$ cat src/rtl/parity_check_arbiter_if.sv
// Request/result bus for the parity check arbiter.
// Two requesters present bytes for parity checking; one result channel returns verdicts.
interface parity_check_arbiter_if;
    logic       req0_valid;
    logic [7:0] req0_data;
    logic       req0_odd;
    logic       req0_ready;
    logic       req1_valid;
    logic [7:0] req1_data;
    logic       req1_odd;
    logic       req1_ready;
    logic       res_valid;
    logic       res_id;
    logic       res_error;
    logic       res_ready;

    // Requesters and result consumer side
    modport master (
        output req0_valid, req0_data, req0_odd,
        input  req0_ready,
        output req1_valid, req1_data, req1_odd,
        input  req1_ready,
        input  res_valid, res_id, res_error,
        output res_ready
    );

    // Arbiter side
    modport slave (
        input  req0_valid, req0_data, req0_odd,
        output req0_ready,
        input  req1_valid, req1_data, req1_odd,
        output req1_ready,
        output res_valid, res_id, res_error,
        input  res_ready
    );
endinterface

$ cat src/rtl/parity_check_arbiter.sv
// Two-requester round-robin parity checker.
// Accepts one byte at a time, computes its odd/even parity verdict, holds the
// result until consumed and keeps a saturating error count per requester.
module parity_check_arbiter #(
    parameter int CNT_W = 8
) (
    input  logic                 clk,
    input  logic                 rst,
    parity_check_arbiter_if.slave bus,
    output logic [CNT_W-1:0]     err_cnt0,
    output logic [CNT_W-1:0]     err_cnt1,
    output logic                 busy
);
    typedef enum logic [1:0] {
        IDLE  = 2'd0,
        CHECK = 2'd1,
        HOLD  = 2'd2
    } state_t;

    localparam logic [CNT_W-1:0] CNT_MAX = {CNT_W{1'b1}};

    state_t           state_reg;
    logic             last_reg;       // requester granted last; the other one wins a tie
    logic [7:0]       data_reg;
    logic             odd_reg;
    logic             id_reg;
    logic             err_reg;
    logic             res_valid_reg;
    logic [CNT_W-1:0] cnt_reg [2];

    logic             idle;
    logic             gnt0;
    logic             gnt1;
    logic             res_hs;

    // Grants are combinational so a requester sees ready in the same IDLE cycle.
    // A tie goes to requester 0 unless it was the last one served.
    always_comb begin
        idle   = (state_reg == IDLE) && !rst;
        gnt0   = idle && bus.req0_valid && (!bus.req1_valid || last_reg);
        gnt1   = idle && bus.req1_valid && (!bus.req0_valid || !last_reg);
        res_hs = (state_reg == HOLD) && res_valid_reg && bus.res_ready;
    end

    assign bus.req0_ready = gnt0;
    assign bus.req1_ready = gnt1;
    assign bus.res_valid  = res_valid_reg;
    assign bus.res_id     = id_reg;
    assign bus.res_error  = err_reg;
    assign busy           = (state_reg != IDLE) && !rst;
    assign err_cnt0       = cnt_reg[0];
    assign err_cnt1       = cnt_reg[1];

    // Main FSM: capture on grant, evaluate parity, hold result until consumed.
    always_ff @(posedge clk) begin
        if (rst) begin
            state_reg     <= IDLE;
            last_reg      <= 1'b1;
            data_reg      <= '0;
            odd_reg       <= 1'b0;
            id_reg        <= 1'b0;
            err_reg       <= 1'b0;
            res_valid_reg <= 1'b0;
        end else begin
            case (state_reg)
                IDLE: begin
                    if (gnt0) begin
                        data_reg  <= bus.req0_data;
                        odd_reg   <= bus.req0_odd;
                        id_reg    <= 1'b0;
                        state_reg <= CHECK;
                    end else if (gnt1) begin
                        data_reg  <= bus.req1_data;
                        odd_reg   <= bus.req1_odd;
                        id_reg    <= 1'b1;
                        state_reg <= CHECK;
                    end
                end
                CHECK: begin
                    // Parity over all eight bits: even check expects 0, odd check expects 1.
                    err_reg       <= odd_reg ? ~(^data_reg) : (^data_reg);
                    res_valid_reg <= 1'b1;
                    state_reg     <= HOLD;
                end
                HOLD: begin
                    if (bus.res_ready) begin
                        res_valid_reg <= 1'b0;
                        last_reg      <= id_reg;
                        state_reg     <= IDLE;
                    end
                end
                default: begin
                    state_reg     <= IDLE;
                    res_valid_reg <= 1'b0;
                end
            endcase
        end
    end

    // Per-requester saturating error counters, bumped when an erroneous result is consumed.
    for (genvar gi = 0; gi < 2; gi++) begin : g_cnt
        always_ff @(posedge clk) begin
            if (rst) begin
                cnt_reg[gi] <= '0;
            end else if (res_hs && (id_reg == 1'(gi)) && err_reg && (cnt_reg[gi] != CNT_MAX)) begin
                cnt_reg[gi] <= cnt_reg[gi] + 1'b1;
            end
        end
    end
endmodule

$ cat src/flat_wrapper.sv
// flat-port wrapper written by rule: the top's interface ports become plain ports
module parity_check_arbiter_flat 
#(
    parameter int CNT_W = 8
)
  (clk, rst, err_cnt0, err_cnt1, busy, bus_req0_valid, bus_req0_data, bus_req0_odd, bus_req0_ready, bus_req1_valid, bus_req1_data, bus_req1_odd, bus_req1_ready, bus_res_valid, bus_res_id, bus_res_error, bus_res_ready);
  parity_check_arbiter_if bus_i ();
  input  logic clk;
  input  logic rst;
  output logic [CNT_W-1:0] err_cnt0;
  output logic [CNT_W-1:0] err_cnt1;
  output logic busy;
  input wire logic [$bits(bus_i.req0_valid)-1:0] bus_req0_valid;
  input wire logic [$bits(bus_i.req0_data)-1:0] bus_req0_data;
  input wire logic [$bits(bus_i.req0_odd)-1:0] bus_req0_odd;
  output wire logic [$bits(bus_i.req0_ready)-1:0] bus_req0_ready;
  input wire logic [$bits(bus_i.req1_valid)-1:0] bus_req1_valid;
  input wire logic [$bits(bus_i.req1_data)-1:0] bus_req1_data;
  input wire logic [$bits(bus_i.req1_odd)-1:0] bus_req1_odd;
  output wire logic [$bits(bus_i.req1_ready)-1:0] bus_req1_ready;
  output wire logic [$bits(bus_i.res_valid)-1:0] bus_res_valid;
  output wire logic [$bits(bus_i.res_id)-1:0] bus_res_id;
  output wire logic [$bits(bus_i.res_error)-1:0] bus_res_error;
  input wire logic [$bits(bus_i.res_ready)-1:0] bus_res_ready;
  assign bus_i.req0_valid = bus_req0_valid;
  assign bus_i.req0_data = bus_req0_data;
  assign bus_i.req0_odd = bus_req0_odd;
  assign bus_req0_ready = bus_i.req0_ready;
  assign bus_i.req1_valid = bus_req1_valid;
  assign bus_i.req1_data = bus_req1_data;
  assign bus_i.req1_odd = bus_req1_odd;
  assign bus_req1_ready = bus_i.req1_ready;
  assign bus_res_valid = bus_i.res_valid;
  assign bus_res_id = bus_i.res_id;
  assign bus_res_error = bus_i.res_error;
  assign bus_i.res_ready = bus_res_ready;
  parity_check_arbiter #(.CNT_W(CNT_W)) u_core (.clk(clk), .rst(rst), .bus(bus_i), .err_cnt0(err_cnt0), .err_cnt1(err_cnt1), .busy(busy));
endmodule
$ cat config.mk
export PLATFORM = sky130hd
export DESIGN_NAME = parity_check_arbiter_flat
export DESIGN_NICKNAME = d
export VERILOG_FILES = /design/src/rtl/parity_check_arbiter_if.sv /design/src/rtl/parity_check_arbiter.sv /design/src/flat_wrapper.sv
export SDC_FILE = /design/constraint.sdc
export NUM_CORES = 1
export LEC_CHECK = 0
export ABC_AREA = 1
export CAP_MARGIN = 20
export CORE_MARGIN = 5
export CORE_UTILIZATION = 46
export CTS_BUF_LIST = sky130_fd_sc_hd__clkbuf_4 sky130_fd_sc_hd__clkbuf_8
export CTS_CLUSTER_DIAMETER = 80
export CTS_CLUSTER_SIZE = 25
export DETAILED_ROUTE_END_ITERATION = 8
export PLACE_DENSITY = 0.79
export SYNTH_ARGS = -nofsm -noshare
export SYNTH_HDL_FRONTEND = slang
export SYNTH_SLANG_ARGS = --single-unit
$ cat constraint.sdc
create_clock -name clk -period 1.55 [get_ports clk]
set_input_delay 0.31 -clock clk [delete_from_list [all_inputs] [get_ports clk]]
set_output_delay 0.31 -clock clk [all_outputs]
set_load 0.1 [all_outputs]
==> summary.txt <==
Most frequent cell after synthesis - nand2_1
DRT Pass-1 Iters - 4
P per Cell Area - 817 mW/mm^2
Die Area - 0.00517 mm^2
DRC viols - 0
Vias in the first global route - 1643
Leading area contributor after synthesis - edfxtp_1
Worst Hold Class - register to register
GRT Total Usage - 16.9%
Core area - 0.00369 mm^2
Layout cell share with drive strength beyond 1 - 29.0%
ANT cells - 0
RSZ-0062 raised after global routing - yes
Post-synthesis area per instance - 7.54 um^2
Syn Nets - 259
Initial drt markers - 85
Outcome - finished, violations left
First-pass GRT wire length - 6.84 mm
Peak VDD IR - 0.553 mV
Arrival @ worst endpoint - 1.62 ns
Crit start category - register
Slew at the pin closest to its max-slew limit - 0.292 ns
Ys Warns - 0
Top_reg_cell synth - edfxtp_1
Top cell type's share of synthesized area - 27.2%
Starting Density - 47.8%
Max_cap viols - 0
Routed WL per cell - 12.5 um
CTS tree - yes
Fin area - 0.00286 mm^2
Root buffer cell - clkbuf_8
Layout area overhead - 62.3%
Routed via count - 1715
Top cells by area, synth - edfxtp_1 27%, dfxtp_1 17%, nand2_1 14%
Avg Vias per Cell - 4.83
Worst path slowest cell - edfxtp_1
Switching part of the total - 32.9%
Post-Syn Instances - 234
Yosys reg bits - 31
Sequential element share of the synthesized area - 44.3%
I/O pins - 45
Fin crit period - 1.59 ns
Die Ht - 71.9 um
Largest net degree at the start of global routing - 20
Non-Filler Instances - 355
Final setup viols - 16
Setup Skew - 0.00987 ns
Final WL - 4.44 mm
Cell Int Power - 0.00157 W
Die X - 71.9 um
Post-Syn Area - 0.00176 mm^2
Final hold violation count - 0
Sequential power share - 41.4%
Num Clock Sinks - 31
Failing checks - setup timing
TritonCTS buffer count - 5
Clk Latency, worst-skew pair - 0.28 ns
Worst setup EP type - register
Slowest stage delay, CP - 0.37 ns
Psw - 0.000769 W
Htree depth - 2
Clock power share - 27.5%
Post-synth top cells - 65 x nand2_1, 39 x nor2_1, 30 x inv_1
GPL Wtd Cong - 0.770
Min setup slack post-route - -0.0373 ns
Part of the power in combinational logic - 31.1%
Row Count - 22
Initial antenna violation count - 0
Leak Pwr - 1.20 nW
GR Overflow Total - 0
Slew margin rel. - 80.4%
Post-placement cell area - 0.00263 mm^2
CP max FO - 8
IO buf count - 44
DP Cell Count - 339
Tot Pwr - 0.00234 W
Multi-input logic area - 957 um^2
F_max - 630 MHz
Library cells used by synthesis - 28
Hpwl dp - 3.16 mm
Worst-path clk slew - 0.07 ns
Final #Nets - 331
Detail Route Antenna Nets - 0
Register area - 783 um^2
Post-synth ARST share - 0%
Max Buffers Root-to-Sink - 2
Fill cells - 242
Largest register FFs - 16
Tcrit/Tclk final - 102%
Slew Limit Fails - 0
Post-synth EDFFs - 16
Setup CP Type - register to register
Crit path required time - 1.58 ns
CP Cell Sequence - ha_2 > nand2_2 > nor2_2 > nand2_1 > nor2_2 > nand2_2 > nand3_4 > nor3b_2
==> area by class of cell <==
class / count / area share [%]
inverter: 31 / 4.15
sequential: 31 / 27.4
timing repair buffer: 69 / 29.8
tap: 48 / 2.10
clock buffer: 8 / 3.19
multi-input combinational: 168 / 33.4
==> what timing repair did <==
| action | 4_1_cts | 5_1_grt |
|---|---|---|
| cloned | 0 | 0 |
| endpoints found under the hold margin | 0 | 0 |
| pin swaps | 4 | 8 |
| hold buffers | 0 | 0 |
| endpoints found under the setup margin | 9 | 36 |
| resized for setup | 8 | 15 |
| buffers inserted | 2 | 6 |
==> worst max-delay path, delay by kind of cell (launching register included) <==
family	cells	cell delay [ns]
fa+ha+maj	1	0.19
simple gates	7	0.79
flops	1	0.37
==> cell usage in the layout (no fill, tap or decap), types with 2 or more instances in the layout <==
cell type        instances
nor3_1                   2
nor2_8                   2
edfxtp_1                16
clkdlybuf4s50_1         19
clkbuf_8                 5
nand4_1                  3
nand3_1                 13
buf_12                  22
nor3b_1                  2
dlygate4sd2_1            3
xor2_1                   3
nor3_2                   2
clkbuf_4                 3
nand2_2                  4
nor2_2                   5
xnor2_1                  3
inv_1                   28
buf_6                    2
ha_2                     2
nor2_4                   4
dfxtp_1                 13
nand2_1                 59
a21oi_1                 14
nand2_4                  3
nand3_4                  4
dfxtp_2                  2
buf_4                   23
o21ai_0                  3
inv_2                    2
nor2_1                  34
==> per-layer routing <==
| metal | vias to the layer above | routed length, um | track usage [%] |
|---|---|---|---|
| li1 | 890 | - | - |
| met1 | 745 | 1720 | 17.1 |
| met2 | 67 | 2270 | 31.0 |
| met3 | 13 | 307 | 4.57 |
| met4 | 0 | 147 | 10.0 |
| met5 | - | 0 | 0 |
==> stage by stage <==
stage / setup slack (ns) / setup TNS, ns / utilization (%) / hold WS, ns
detailed placement: -0.231 / -6.69 / 71.2 / 0.468
global route: -0.118 / -2.14 / 77.6 / 0.503
global placement: -0.164 / -4.97 / 71.2 / 0.463
floorplan: -0.812 / -25.69 / - / 0.379
finish: -0.0373 / -0.420 / 77.6 / 0.472
CTS: 0.00421 / 0 / 74.6 / 0.474
==> power by group through the flow <==
stage / Combinational, W / Clock (W) / Sequential, W
after detailed placement: 0.000707 / 0 / 0.000983
after floorplan: 0.000295 / 0 / 0.00114
after global placement: 0.000692 / 0 / 0.000981
after global routing: 0.000780 / 0.000702 / 0.000976
after CTS: 0.000715 / 0.000657 / 0.000966
final: 0.000727 / 0.000644 / 0.000969
==> worst paths after layout <==
path	endpoint	startpoint	cells after the start	slack (ns)
worst max-delay path	u_core.cnt_reg[1][2]	u_core.cnt_reg[1][0]	8	-0.04
worst min-delay path	u_core.data_reg[4]	u_core.data_reg[4]	2	0.47
worst max register to register	u_core.cnt_reg[1][2]	u_core.cnt_reg[1][0]	8	-0.04
worst min register to register	u_core.data_reg[4]	u_core.data_reg[4]	2	0.47
==> logic make-up (layout without fill, tap and decap cells) <==
family	Yosys count	after routing	synth area share, %
buf+inv	35	108	8.37
flops	31	31	44.3
simple gates	139	139	36.5
fa+ha+maj	2	2	1.42
compound gates	21	21	6.53
xor+xnor	6	6	2.98
(Power assumes the default switching activity.)
